`src/rtl/reg_bank_pkg.sv`:
```
// -----------------------------------------------------------------------------
// reg_bank_pkg
// Shared constants and types for the boosted register bank.
//   DATA_W   : register / bus width
//   NUM_REGS : number of architectural registers (register 0 reads as zero)
//   ADDR_W   : register address width
//   ZERO_REG : index of the hardwired zero register
// Also provides the speculation-control decode used by the shadow file.
// -----------------------------------------------------------------------------
package reg_bank_pkg;

    localparam int DATA_W   = 16;
    localparam int NUM_REGS = 8;
    localparam int ADDR_W   = $clog2(NUM_REGS);

    localparam logic [ADDR_W-1:0] ZERO_REG = '0;

    typedef logic [DATA_W-1:0]                 word_t;
    typedef logic [ADDR_W-1:0]                 addr_t;
    typedef logic [NUM_REGS-1:0]               reg_mask_t;
    typedef logic [NUM_REGS-1:0][DATA_W-1:0]   reg_array_t;

    // Speculation outcome for one cycle.
    typedef enum logic [1:0] {
        SPEC_HOLD   = 2'd0,
        SPEC_COMMIT = 2'd1,
        SPEC_SQUASH = 2'd2
    } spec_op_e;

    // A mispredict overrides a simultaneous commit.
    function automatic spec_op_e decode_spec_op(input logic commit, input logic squash);
        if (squash) begin
            return SPEC_SQUASH;
        end
        if (commit) begin
            return SPEC_COMMIT;
        end
        return SPEC_HOLD;
    endfunction

endpackage

```
`src/rtl/boosted_reg_bank_if.sv`:
```
// -----------------------------------------------------------------------------
// boosted_reg_bank_if
// Bundles the writeback bus, the two read ports, the speculation controls and
// the status outputs of the boosted register bank.
//   master : pipeline side (drives writes, reads, commit/squash)
//   slave  : register bank side
// -----------------------------------------------------------------------------
interface boosted_reg_bank_if;
    import reg_bank_pkg::*;

    // Writeback from the C latch
    logic      wr_en;
    logic      wr_boost;
    addr_t     wr_addr;
    word_t     from_c_latch;

    // Read ports towards the ALU input latches
    addr_t     rd_addr_a;
    addr_t     rd_addr_b;
    logic      rd_boost_a;
    logic      rd_boost_b;
    word_t     bus_a;
    word_t     bus_b;

    // Speculation control and status
    logic      commit;
    logic      squash;
    reg_mask_t shadow_valid;
    logic      boost_pending;

    modport master (
        output wr_en, wr_boost, wr_addr, from_c_latch,
        output rd_addr_a, rd_addr_b, rd_boost_a, rd_boost_b,
        output commit, squash,
        input  bus_a, bus_b, shadow_valid, boost_pending
    );

    modport slave (
        input  wr_en, wr_boost, wr_addr, from_c_latch,
        input  rd_addr_a, rd_addr_b, rd_boost_a, rd_boost_b,
        input  commit, squash,
        output bus_a, bus_b, shadow_valid, boost_pending
    );

endinterface

```
`src/rtl/boost_shadow_file.sv`:
```
// -----------------------------------------------------------------------------
// boost_shadow_file
// Shadow (boosted) copy of every register plus its valid bit, and the
// priority between boosted writes, commit and squash.
// Ports:
//   clk, rst_n            : clock, synchronous active-low reset
//   wr_en, wr_boost,
//   wr_addr, wr_data      : writeback bus (only boosted writes land here)
//   commit, squash        : branch outcome for this cycle
//   shadow_q, valid_q     : current shadow contents / valid mask
//   shadow_d, valid_d     : contents / mask after the coming edge
//   promote               : registers whose shadow moves to architectural
//                           state at the coming edge
// -----------------------------------------------------------------------------
module boost_shadow_file
    import reg_bank_pkg::*;
(
    input  logic       clk,
    input  logic       rst_n,
    input  logic       wr_en,
    input  logic       wr_boost,
    input  addr_t      wr_addr,
    input  word_t      wr_data,
    input  logic       commit,
    input  logic       squash,
    output reg_array_t shadow_q,
    output reg_array_t shadow_d,
    output reg_mask_t  valid_q,
    output reg_mask_t  valid_d,
    output reg_mask_t  promote
);

    spec_op_e spec_op;
    logic     boost_wr;

    assign spec_op  = decode_spec_op(commit, squash);
    assign boost_wr = wr_en && wr_boost && (wr_addr != ZERO_REG);

    // The boosted write is applied after the commit/squash clear: it belongs
    // to the next speculation level, so its valid bit survives this edge.
    // Promotion uses the pre-edge shadow, so a boosted write to a register
    // being committed promotes the old shadow and keeps the new one pending.
    always_comb begin
        shadow_d = shadow_q;
        valid_d  = valid_q;
        promote  = '0;

        if (spec_op == SPEC_COMMIT) begin
            promote = valid_q;
        end

        if (spec_op != SPEC_HOLD) begin
            valid_d = '0;
        end

        if (boost_wr) begin
            shadow_d[wr_addr] = wr_data;
            valid_d[wr_addr]  = 1'b1;
        end
    end

    always_ff @(posedge clk) begin
        if (!rst_n) begin
            shadow_q <= '0;
            valid_q  <= '0;
        end else begin
            shadow_q <= shadow_d;
            valid_q  <= valid_d;
        end
    end

endmodule

```
`src/rtl/boosted_reg_bank.sv`:
```
// -----------------------------------------------------------------------------
// boosted_reg_bank
// Architectural register file with one level of boosting for speculative
// execution. Each register has a shadow copy that boosted instructions write;
// shadows are promoted on commit or dropped on squash.
// Ports:
//   clk   : rising-edge clock
//   rst_n : synchronous active-low reset, overrides every other input
//   rb    : boosted_reg_bank_if.slave
//           wr_en/wr_boost/wr_addr/from_c_latch : writeback bus
//           rd_addr_x/rd_boost_x                : read requests, ports A/B
//           commit/squash                       : branch outcome
//           bus_a/bus_b                         : registered read data
//           shadow_valid/boost_pending          : speculation status
// -----------------------------------------------------------------------------
module boosted_reg_bank
    import reg_bank_pkg::*;
(
    input  logic               clk,
    input  logic               rst_n,
    boosted_reg_bank_if.slave  rb
);

    reg_array_t arch_q;
    reg_array_t arch_d;
    reg_array_t shadow_q;
    reg_array_t shadow_d;
    reg_mask_t  valid_q;
    reg_mask_t  valid_d;
    reg_mask_t  promote;
    logic       arch_wr;
    word_t      rd_a_p1;
    word_t      rd_b_p1;

    // Read select. Reads are taken from the post-edge state, which gives the
    // write-through bypass and commit/squash visibility in one rule.
    function automatic word_t read_sel(
        input addr_t      addr,
        input logic       boost,
        input reg_mask_t  vld,
        input reg_array_t arch,
        input reg_array_t shadow
    );
        if (addr == ZERO_REG) begin
            return '0;
        end
        if (boost && vld[addr]) begin
            return shadow[addr];
        end
        return arch[addr];
    endfunction

    boost_shadow_file u_shadow (
        .clk      (clk),
        .rst_n    (rst_n),
        .wr_en    (rb.wr_en),
        .wr_boost (rb.wr_boost),
        .wr_addr  (rb.wr_addr),
        .wr_data  (rb.from_c_latch),
        .commit   (rb.commit),
        .squash   (rb.squash),
        .shadow_q (shadow_q),
        .shadow_d (shadow_d),
        .valid_q  (valid_q),
        .valid_d  (valid_d),
        .promote  (promote)
    );

    assign arch_wr = rb.wr_en && !rb.wr_boost && (rb.wr_addr != ZERO_REG);

    // A non-boosted write is younger in program order than the boosted
    // instructions being committed, so it beats promotion of the same register.
    always_comb begin
        arch_d = arch_q;
        for (int i = 1; i < NUM_REGS; i++) begin
            if (arch_wr && (rb.wr_addr == ADDR_W'(i))) begin
                arch_d[i] = rb.from_c_latch;
            end else if (promote[i]) begin
                arch_d[i] = shadow_q[i];
            end
        end
        arch_d[0] = '0;
    end

    // ---- stage p0 -> p1: state update and registered read ----
    always_ff @(posedge clk) begin
        if (!rst_n) begin
            arch_q  <= '0;
            rd_a_p1 <= '0;
            rd_b_p1 <= '0;
        end else begin
            arch_q  <= arch_d;
            rd_a_p1 <= read_sel(rb.rd_addr_a, rb.rd_boost_a, valid_d, arch_d, shadow_d);
            rd_b_p1 <= read_sel(rb.rd_addr_b, rb.rd_boost_b, valid_d, arch_d, shadow_d);
        end
    end

    assign rb.bus_a         = rd_a_p1;
    assign rb.bus_b         = rd_b_p1;
    assign rb.shadow_valid  = valid_q;
    assign rb.boost_pending = |valid_q;

endmodule
```
`src/flat_wrapper.sv`:
```
// flat-port wrapper written by rule: the top's interface ports become plain ports
module boosted_reg_bank_flat import reg_bank_pkg::*;
  (clk, rst_n, rb_wr_en, rb_wr_boost, rb_wr_addr, rb_from_c_latch, rb_rd_addr_a, rb_rd_addr_b, rb_rd_boost_a, rb_rd_boost_b, rb_commit, rb_squash, rb_bus_a, rb_bus_b, rb_shadow_valid, rb_boost_pending);
  boosted_reg_bank_if rb_i ();
  input  logic clk;
  input  logic rst_n;
  input wire logic [$bits(rb_i.wr_en)-1:0] rb_wr_en;
  input wire logic [$bits(rb_i.wr_boost)-1:0] rb_wr_boost;
  input wire logic [$bits(rb_i.wr_addr)-1:0] rb_wr_addr;
  input wire logic [$bits(rb_i.from_c_latch)-1:0] rb_from_c_latch;
  input wire logic [$bits(rb_i.rd_addr_a)-1:0] rb_rd_addr_a;
  input wire logic [$bits(rb_i.rd_addr_b)-1:0] rb_rd_addr_b;
  input wire logic [$bits(rb_i.rd_boost_a)-1:0] rb_rd_boost_a;
  input wire logic [$bits(rb_i.rd_boost_b)-1:0] rb_rd_boost_b;
  input wire logic [$bits(rb_i.commit)-1:0] rb_commit;
  input wire logic [$bits(rb_i.squash)-1:0] rb_squash;
  output wire logic [$bits(rb_i.bus_a)-1:0] rb_bus_a;
  output wire logic [$bits(rb_i.bus_b)-1:0] rb_bus_b;
  output wire logic [$bits(rb_i.shadow_valid)-1:0] rb_shadow_valid;
  output wire logic [$bits(rb_i.boost_pending)-1:0] rb_boost_pending;
  assign rb_i.wr_en = rb_wr_en;
  assign rb_i.wr_boost = rb_wr_boost;
  assign rb_i.wr_addr = rb_wr_addr;
  assign rb_i.from_c_latch = rb_from_c_latch;
  assign rb_i.rd_addr_a = rb_rd_addr_a;
  assign rb_i.rd_addr_b = rb_rd_addr_b;
  assign rb_i.rd_boost_a = rb_rd_boost_a;
  assign rb_i.rd_boost_b = rb_rd_boost_b;
  assign rb_i.commit = rb_commit;
  assign rb_i.squash = rb_squash;
  assign rb_bus_a = rb_i.bus_a;
  assign rb_bus_b = rb_i.bus_b;
  assign rb_shadow_valid = rb_i.shadow_valid;
  assign rb_boost_pending = rb_i.boost_pending;
  boosted_reg_bank u_core (.clk(clk), .rst_n(rst_n), .rb(rb_i));
endmodule
```
`config.mk`:
```
export PLATFORM = sky130hd
export DESIGN_NAME = boosted_reg_bank_flat
export DESIGN_NICKNAME = d
export VERILOG_FILES = /design/src/rtl/reg_bank_pkg.sv /design/src/rtl/boosted_reg_bank_if.sv /design/src/rtl/boost_shadow_file.sv /design/src/rtl/boosted_reg_bank.sv /design/src/flat_wrapper.sv
export SDC_FILE = /design/constraint.sdc
export NUM_CORES = 1
export LEC_CHECK = 0
export CAP_MARGIN = 20
export CELL_PAD_IN_SITES_DETAIL_PLACEMENT = 0
export CELL_PAD_IN_SITES_GLOBAL_PLACEMENT = 1
export CORE_UTILIZATION = 46
export CTS_CLUSTER_DIAMETER = 150
export DETAILED_ROUTE_END_ITERATION = 6
export GPL_ROUTABILITY_DRIVEN = 0
export PLACE_DENSITY_LB_ADDON = 0.1
export SLEW_MARGIN = 30
export SYNTH_ARGS = -nofsm -noshare
export SYNTH_HDL_FRONTEND = slang
export SYNTH_SLANG_ARGS = --single-unit
```
`constraint.sdc`:
```
create_clock -name clk -period 3.9 [get_ports clk]
set_clock_uncertainty 0.15 [all_clocks]
set_input_delay 0.975 -clock clk [delete_from_list [all_inputs] [get_ports clk]]
set_output_delay 0.975 -clock clk [all_outputs]
set_load 0.05 [all_outputs]
```
# Word level (Yosys, flattened, before mapping)
# Cells that the tools add are included.
dict set report classes {
  reduce_logical 20
  magnitude_cmp 4
  n_eq_ne 8
  n_bitwise 1
  n_mux 60
}
# cell n
set op_table {}
lappend op_table {{16-bit two-way mux} 27}
lappend op_table {{16-bit binary-select mux with 3-bit select} 4}
lappend op_table {{128-bit bitwise mux} 1}
lappend op_table {{128-bit two-way mux} 1}
lappend op_table {{16-bit demux with 3-bit select} 1}
lappend op_table {{8-bit two-way mux} 3}
lappend op_table {{1-bit two-way mux} 16}
lappend op_table {{1-bit logical AND} 14}
lappend op_table {{3-bit equality test (second input constant)} 4}
lappend op_table {{3-bit by 4-bit < comparator with 1-bit output (second input constant)} 3}
lappend op_table {{2-bit two-way mux} 4}
lappend op_table {{8-bit bitwise OR} 1}
lappend op_table {{8-bit OR reduction} 1}
lappend op_table {{1-bit binary-select mux with 3-bit select} 2}
lappend op_table {{3-bit by 2-bit equality test with 1-bit output (second input constant)} 2}
lappend op_table {{3-bit zero test} 2}
lappend op_table {{1-bit demux with 3-bit select} 1}
lappend op_table {{3-bit by 1-bit equality test with 1-bit output (second input constant)} 1}
lappend op_table {{3-bit by 1-bit greater-or-equal comparator with 1-bit output (second input constant)} 1}
lappend op_table {{3-bit nonzero test} 1}
lappend op_table {{2-bit by 1-bit equality test with 1-bit output (second input constant)} 1}
lappend op_table {{2-bit nonzero test} 1}
lappend op_table {{1-bit zero test} 1}
dict set report word_totals {
  wordCells 111
  in_bits 33
  regBits 280
  output_inout_bits 41
}

# Logic depth before layout (Yosys ltp)
dict set report logic_depth {
  word_depth 16
  mapped_depth 10
  ltp_nobuf 6
}

# By module
# A second synthesis with hierarchy kept.
dict set report hier_totals {
  cells_unflattened 1861
  hier_area_um2 17430.5
}
# mod n_inst cells_per_inst area_each_um2 seq_area_each_um2
set modules_own_cells {}
lappend modules_own_cells {boosted_reg_bank 1 1255 11187.0 2882.8}
lappend modules_own_cells {boost_shadow_file 1 606 6243.5 2722.6}

# Worst setup path before layout
# OpenSTA, ideal clock, no wires.
dict set report synth_path {
  path_type {in2reg}
  startpoint {in rb_squash}
  endpoint {reg u_core.rd_a_p1[15] (netlist: u_core.rb.bus_a[15])}
  cell_stages 7
  slack_ns 0.823
  setup_ns 0.114
  arrival_ns 2.813
  n_path_buf 1
  t_required_ns 3.636
  path_cell_list {clkbuf_1 nor2_4 a22oi_1 mux4_2 a211oi_4 or2b_1 a2bb2o_4}
}
dict set report synth_via {
  elab_chain_len 14
  elab_cells_between_ends 33
  cone_classes {eq/ne: 1; mux: 29; bitwise: 1; reduce/logical: 2}
}
# item line
set synth_rtl {}
lappend synth_rtl {{start: declaration} flat_wrapper.sv:16} ;# input wire logic [$bits(rb_i.squash)-1:0] rb_squash;
lappend synth_rtl {{1-bit two-way mux (*)} reg_bank_pkg.sv:32} ;# if (squash) begin
lappend synth_rtl {{2-bit two-way mux (*)} reg_bank_pkg.sv:35} ;# if (commit) begin
lappend synth_rtl {{2-bit nonzero test} boost_shadow_file.sv:52} ;# if (spec_op != SPEC_HOLD) begin
lappend synth_rtl {{8-bit two-way mux} boost_shadow_file.sv:52}
lappend synth_rtl {{8-bit bitwise OR (no line)} --}
lappend synth_rtl {{8-bit two-way mux} boost_shadow_file.sv:56} ;# if (boost_wr) begin
lappend synth_rtl {{1-bit binary-select mux with 3-bit select} boosted_reg_bank.sv:47} ;# if (boost && vld[addr]) begin
lappend synth_rtl {{1-bit two-way mux (not written as such)} boosted_reg_bank.sv:47}
lappend synth_rtl {{1-bit logical AND} boosted_reg_bank.sv:47}
lappend synth_rtl {{1-bit two-way mux (2 in series)} boosted_reg_bank.sv:47}
lappend synth_rtl {{1-bit two-way mux} boosted_reg_bank.sv:87} ;# if (!rst_n) begin
lappend synth_rtl {{16-bit two-way mux (*)} boosted_reg_bank.sv:50} ;# return arch[addr];
lappend synth_rtl {{16-bit two-way mux (*)} boosted_reg_bank.sv:47}
lappend synth_rtl {{end signal: assignment} boosted_reg_bank.sv:93} ;# rd_a_p1 <= read_sel(rb.rd_addr_a, rb.rd_boost_a, valid_d, arch_d, shadow_d);
lappend synth_rtl {{end: declaration} boosted_reg_bank.sv:32} ;# word_t rd_a_p1;
# Mark *: on every way between the ends. The rest lies on a longest branch, timed or not. The select of a mux whose other input is x is not followed.
# A chain may end at the register's enable or synchronous reset.

# Final worst setup path
dict set report layout_path {
  startpoint {in rb_wr_addr[2]}
  endpoint {reg u_core.rd_a_p1[4] (netlist: u_core.rb.bus_a[4])}
}
dict set report layout_via {
  elab_chain_len 14
  elab_cells_between_ends 48
  cone_classes {order compare: 2; eq/ne: 7; mux: 26; bitwise: 1; reduce/logical: 12}
}
# item line
set layout_rtl {}
lappend layout_rtl {{start: declaration} flat_wrapper.sv:9} ;# input wire logic [$bits(rb_i.wr_addr)-1:0] rb_wr_addr;
lappend layout_rtl {{3-bit by 4-bit < comparator with 1-bit output (not written as such) or 3-bit by 1-bit greater-or-equal comparator with 1-bit output (tied branches)} {boost_shadow_file.sv:57, boost_shadow_file.sv:58}}
lappend layout_rtl {{1-bit logical AND (not written as such)} {boost_shadow_file.sv:57, boost_shadow_file.sv:58}}
lappend layout_rtl {{1-bit two-way mux (not written as such)} boost_shadow_file.sv:58} ;# valid_d[wr_addr] = 1'b1;
lappend layout_rtl {{1-bit demux with 3-bit select} boost_shadow_file.sv:58}
lappend layout_rtl {{8-bit bitwise OR (no line)} --}
lappend layout_rtl {{8-bit two-way mux} boost_shadow_file.sv:56}
lappend layout_rtl {{1-bit binary-select mux with 3-bit select} boosted_reg_bank.sv:47}
lappend layout_rtl {{1-bit two-way mux (not written as such)} boosted_reg_bank.sv:47}
lappend layout_rtl {{1-bit logical AND} boosted_reg_bank.sv:47}
lappend layout_rtl {{1-bit two-way mux (2 in series)} boosted_reg_bank.sv:47}
lappend layout_rtl {{1-bit two-way mux} boosted_reg_bank.sv:87}
lappend layout_rtl {{16-bit two-way mux (*)} boosted_reg_bank.sv:50}
lappend layout_rtl {{16-bit two-way mux (*)} boosted_reg_bank.sv:47}
# Marks and branches as above.

==> results by group <==
Yosys
  – Synth warnings: 0
  – Net count of the mapped netlist: 2205
  – Syn Std Cell Area: 16900 µm²
  – Post-synthesis async set-or-reset flop share: 0%
  – Most area-hungry cell type in the Yosys netlist: dfxtp_1
  – Synth Area per Inst: 7.78 µm²
  – Share of synthesized area occupied by flip-flops and latches: 33.2%
  – Post-synth EDFFs: 0
  – Synth top area cells: dfxtp_1 33%, mux2i_1 8.5%, a21oi_1 7.1%, nand2_1 5.9%, clkbuf_1 4.2%
  – Post-synth cell types: 76
  – Register bit total from synthesis: 280
  – Dominant register cell in the synthesized netlist: dfxtp_1
  – Count of mapped cells out of synthesis: approximately 2200
  – Yosys top cell area share: around a third

Min path
  – Hold crit path type: register to register

Final layout
  – Inserted Diodes: 0
  – Net count of the finished layout: about 2200
  – Most common cell after layout, fill and taps aside: dfxtp_1
  – Final design area excluding fillers: 19600 µm²
  – Post-Layout Cell Count: 2663
  – Area added between synthesis and finish: 16.2%
  – Post-route core utilization: 54.8%
  – Most frequent cells in the layout: 280 x dfxtp_1, 264 x nand2_1, 237 x a21oi_1, 144 x mux2i_1, 129 x nor2_1
  – Fraction of layout instances using a drive strength above 1: between 10% and 20%

Floorplanning
  – Die boundary height: between 150 and 200 µm
  – Top Ports: 74
  – Die X: 194 µm
  – Starting density of the core: a little under half
  – Placeable core region: around 36000 µm²
  – Floorplan die area: ~38000 µm²
  – Row cnt: between 60 and 70

Place
  – Placed instance area: between 15000 and 20000 µm²
  – Post-Place Worst Slack: -0.0949 ns
  – DP Cell Count: around 2600
  – Dpl hpwl: around 50000 µm
  – Count of buffers inserted at the top-level ports: 73

Global route
  – Wire length of the first global-routing pass: 106000 µm
  – Initial antenna violation count: 0
  – Total congestion overflow after global routing: 0
  – Global-route total usage across every layer: between 30% and 40%
  – Via count of the first global-routing pass: about 16000
  – Pin count of the biggest net entering global routing: between 100 and 150

Critical path
  – Crit path max fanout: 38
  – Endpoint kind of the worst setup timing path: register
  – Worst EP required: roughly 4.2 ns
  – Nature of the critical path startpoint: input port
  – Crit path arrival time: roughly 3.8 ns
  – FF-to-FF setup slack: 1.35 ns
  – Kind of critical path: input port to register

Clock network
  – Post-CTS Hold Fix Bufs: 0
  – PostCTS Resize Cnt: 0
  – Max clock buf depth: 3
  – Clock tree from TritonCTS: built
  – CTS buffer count: 35
  – Post-CTS setup buffer count: 0
  – Clk Latency, worst-skew pair: between 0.5 and 0.6 ns
  – Clock H-tree levels: 2
  – Sink Count: 280
  – Clk root buf: clkbuf_16
  – Clock transition at the registers of the reported paths: around 0.050 ns

Route
  – Antenna-violating nets left: 0
  – Routed length per instance: approximately 27 µm
  – Post-route DRC: 7
  – Via count: around 18000
  – Final WL: between 70000 and 80000 µm
  – First-pass detailed-route iteration total: 7
  – Count of routing violations after the opening detailed-route iteration: about 2500
  – Post-detailed-route via-to-cell ratio: ~6.8

Timing
  – Count of final max-slew check failures: 0
  – Fmax: 0.282 GHz
  – Transition time of the tightest slew-check pin: between 0.8 and 0.9 ns
  – Final Worst Setup Slack: about 0.36 ns
  – Post-layout minimum cycle time: between 3 and 4 ns
  – Final setup violating endpoints: 0
  – Final period util: 90.9%
  – Max transition margin: about 43%
  – Unrepaired setup endpoints after global routing: no
  – Final-report hold violation count: 0

Power
  – Total power density per cell area: ~380 nW/µm²
  – Static leakage power: roughly 7.6 nW
  – Worst IR drop on VDD: approximately 0.31 mV
  – Pwr Total: about 7.4 mW

Outcome
  – Result of the run: complete, but fails checks
  – Violated checks: design-rule violations

Flow run
  – Maxcap violations: 0
==> cells in the mapped netlist (18+ instances only) <==
cell        n
nand3_1    25
dfxtp_1   280
buf_1      19
nor3_1    119
o221ai_1   18
and2_1    105
nand2_1   265
a311oi_1   35
clkbuf_1  187
o22ai_1    23
buf_2      32
a211oi_1   71
o21ai_0    94
nor2_1    131
mux2i_1   144
a21oi_1   239
==> metal layers <==
layer,vias up,track usage [%],routed length [µm]
met5,-,0,0
met3,173,9.43,8880
met4,0,11.7,2130
li1,8079,-,-
met1,8593,52.5,30200
met2,1149,54.3,29600
==> worst max-delay path, cell delays in order <==
cell and delay (ns):
clkdlybuf4s50_1 0.58, buf_4 0.19, nand4b_1 0.19, buf_12 0.23
or2_2 0.33, buf_4 0.20, o32ai_1 0.07, o311ai_0 0.70
nand4_1 0.19, o21ai_0 0.17
==> stage by stage <==
| stage | hold slack, ns | setup TNS (ns) |
|---|---|---|
| global placement | 0.317 | -0.0241 |
| detailed placement | 0.320 | -0.0949 |
| global route | 0.352 | 0 |
| floorplan | 0.299 | 0 |
| finish | 0.339 | 0 |
| CTS | 0.338 | 0 |
==> report_power, final <==
part / total (mW) / switching [mW] / internal (mW)
Clock: 3.25 / 1.35 / 1.90
Combinational: 1.20 / 0.808 / 0.394
Sequential: 2.97 / 0.0471 / 2.92
Total: 7.43 / 2.21 / 5.22
==> path summary, 6_finish.rpt <==
path,startpoint,to,cells past startpoint
max,rb_wr_addr[2],u_core.rb.bus_a[4],10
min reg2reg,u_core.u_shadow.shadow_q[4],u_core.u_shadow.shadow_q[4],1
max reg2reg,u_core.u_shadow.valid_q[3],u_core.rb.bus_b[3],7
min,u_core.u_shadow.shadow_q[4],u_core.u_shadow.shadow_q[4],1
==> area by class of cell <==
class                      count  area [µm²]
clock buffer                  50        1020
clock inverter                12         110
fill                        3313       16200
inverter                      17        67.6
multi-input combinational   1628       10300
sequential                   280        5610
tap                          461         577
timing repair buffer         215        2010
==> registers in the layout (all words and copies together) (netlist names) <==
register                  cells
u_core.arch_q               112
u_core.rb.bus_a              16
u_core.u_shadow.valid_q       8
u_core.rb.bus_b              16
u_core.u_shadow.shadow_q    128
==> cell families after synthesis <==
kind of cell	share of synthesized area, %
simple gates	21.0
mux	9.39
xor+xnor	0.104
flops	33.2
buf+inv	6.30
compound gates	30.0
Power figures use the tool's default switching activity.
==> variant, RTL diff (same flow settings) <==
Set the package constant `DATA_W` to 14 (it was 16).
--- a/src/rtl/reg_bank_pkg.sv
+++ b/src/rtl/reg_bank_pkg.sv
@@ -10,5 +10,5 @@
 package reg_bank_pkg;
 
-    localparam int DATA_W   = 16;
+    localparam int DATA_W   = 14;
     localparam int NUM_REGS = 8;
     localparam int ADDR_W   = $clog2(NUM_REGS);
Interface: changed (resized rb_bus_a, rb_bus_b and rb_from_c_latch); port bits go from 74 to 68. No check against the original RTL was run, so the function may have changed too.
==> variant against the original RTL <==
- largest power group unchanged
- setup slack better by 68 ps
- power is 11% lower
- first-iteration DRC count is 4.6% lower
- final area is 7.7% lower
- final cell count is 6.1% lower
- routed wire length is 1.7% lower
- area after synthesis is 12% lower
- sequential cell count is 34 lower
- sequential power is 12% lower
==> variant: results (changes against the original RTL) <==
| Metric | Value |
|---|---|
| Top post-synthesis cells by area | `dfxtp_1 (33%), a21oi_1 (7.4%), mux2i_1 (5.9%) (was dfxtp_1 (33%), mux2i_1 (8.5%), a21oi_1 (7.1%))` |
| Worst-path fanout max | `11 (was 38)` |
| Worst R2R Setup Slack | `950 ps (was 1350 ps)` |
| Top post-synthesis cells by count | `dfxtp_1 (246), nand2_1 (225), a21oi_1 (219) (was dfxtp_1 (280), nand2_1 (265), a21oi_1 (239))` |
| Syn nets | `1981 (was 2205)` |
| Total CTS buffers | `29 (was 35)` |
| Worst Path Arrival | `2350 ps (was 3840 ps)` |
| Pre-CTS WS | `-20.6 ps (was -94.9 ps)` |
| Largest net degree at the start of global routing | `56 (was 145)` |
| PortBufs | `67 (was 73)` |
| Fillers | `2989 (was 3313)` |
| Total number of vias | `17400 (was 18000)` |
| Biggest regs | `u_core.u_shadow.shadow_q x112, u_core.arch_q x98 (was u_core.u_shadow.shadow_q x128, u_core.arch_q x112)` |
| Worst hold path endpoint | `u_core.u_shadow.shadow_q[1]$_SDFF_PN0_ (was u_core.u_shadow.shadow_q[4]$_SDFF_PN0_)` |
| Fraction of layout cells with a size suffix above 1 | `0.150 (was 0.112)` |
| GRT Total Usage | `0.413 (was 0.369)` |
| Seq/Total Area, Yosys | `0.331 (was 0.332)` |
| Worst path slowest cell | `clkdlybuf4s50_1 (was o311ai_0)` |
| H-tree depth | `1 (was 2)` |
| Dpl hpwl | `51700 um (was 50300 um)` |
| Initial drt markers | `2425 (was 2541)` |
| R2r endpoint | `u_core.rb.bus_a[5]$_SDFF_PP0_ (was u_core.rb.bus_b[3]$_SDFF_PP0_)` |
| WS Path Type | `reg2out (was in2reg)` |
| Synth cell types | `74 (was 76)` |
| Hold Slack | `341 ps (was 339 ps)` |
| DR pass1 iterations | `6 (was 7)` |
| Vias in the first global route | `15900 (was 16400)` |
| Status | `finished clean (was complete, but fails checks)` |
| First-pass GRT wire length | `103000 um (was 106000 um)` |
| Worst reg2reg path startpoint | `u_core.u_shadow.valid_q[6]$_SDFF_PN0_ (was u_core.u_shadow.valid_q[3]$_SDFF_PN0_)` |
| Setup Fix Bufs, Post-CTS | `0 (unchanged)` |
| HP Start | `u_core.u_shadow.shadow_q[1]$_SDFF_PN0_ (was u_core.u_shadow.shadow_q[4]$_SDFF_PN0_)` |
| Final #Nets | `2108 (was 2210)` |
| Max VDD drop | `0.347 mV (was 0.313 mV)` |
| Slew margin rel. | `0.450 (was 0.429)` |
| Per-cell routed wire length | `27.8 um (was 26.6 um)` |
variant: kinds of logic (layout without fill, tap and decap cells):
group           count (synthesis)  after routing  share of synthesized area
mux                            94             94                     0.0661
simple gates                  657            657                      0.218
buf+inv                       226            374                     0.0582
other cells                     0              1                          0
xor+xnor                        5              5                    0.00295
compound gates                722            722                      0.324
flops                         246            246                      0.331
variant: per-stage QoR:
stage	std cells	util	cell area, um2
floorplan	1950	-	14900
detailed placement	2448	0.542	17100
global route	2500	0.573	18100
finish	2501	0.573	18100
CTS	2500	0.573	18100
global placement	2448	0.542	17100
variant: worst max-delay path by stage:
stage                                endpoint  slack [ps]  cells after the start
4_1_cts                      rb_boost_pending         430                      3
6_report                     rb_boost_pending         420                      3
3_3_place_gp    u_core.rb.bus_b[8]$_SDFF_PP0_         -20                     10
5_1_grt                      rb_boost_pending         370                      3
3_5_place_dp    u_core.rb.bus_a[9]$_SDFF_PP0_         -20                      9
2_1_floorplan  u_core.rb.bus_a[12]$_SDFF_PP0_         580                      7
variant: area by class of cell:
cell class                 instances  share of cell area
antenna                            1            0.000138
clock buffer                      41              0.0464
clock inverter                    11             0.00787
inverter                          16             0.00345
multi-input combinational       1478               0.501
sequential                       246               0.272
tap                              402              0.0277
timing repair buffer             306               0.142
variant: worst reg2reg max path: cells and delay by family, from the launching register on:
kind / cells / cell delay (ps)
compound gates: 3 / 510
buf+inv: 1 / 220
flops: 1 / 690
simple gates: 3 / 1340
variant: power by group:
part	switching (mW)	leakage, nW	internal [mW]
registers	0.0381	1.99	2.57
logic	0.785	4.62	0.400
clock network	1.14	0.481	1.69
variant: per-layer routing:
metal / vias to the layer above / routed length (um) / global-route usage
li1: 7615 / - / -
met1: 8230 / 27500 / 0.568
met4: 2 / 3400 / 0.174
met2: 1308 / 29100 / 0.611
met3: 230 / 9540 / 0.105
met5: - / 13 / 0
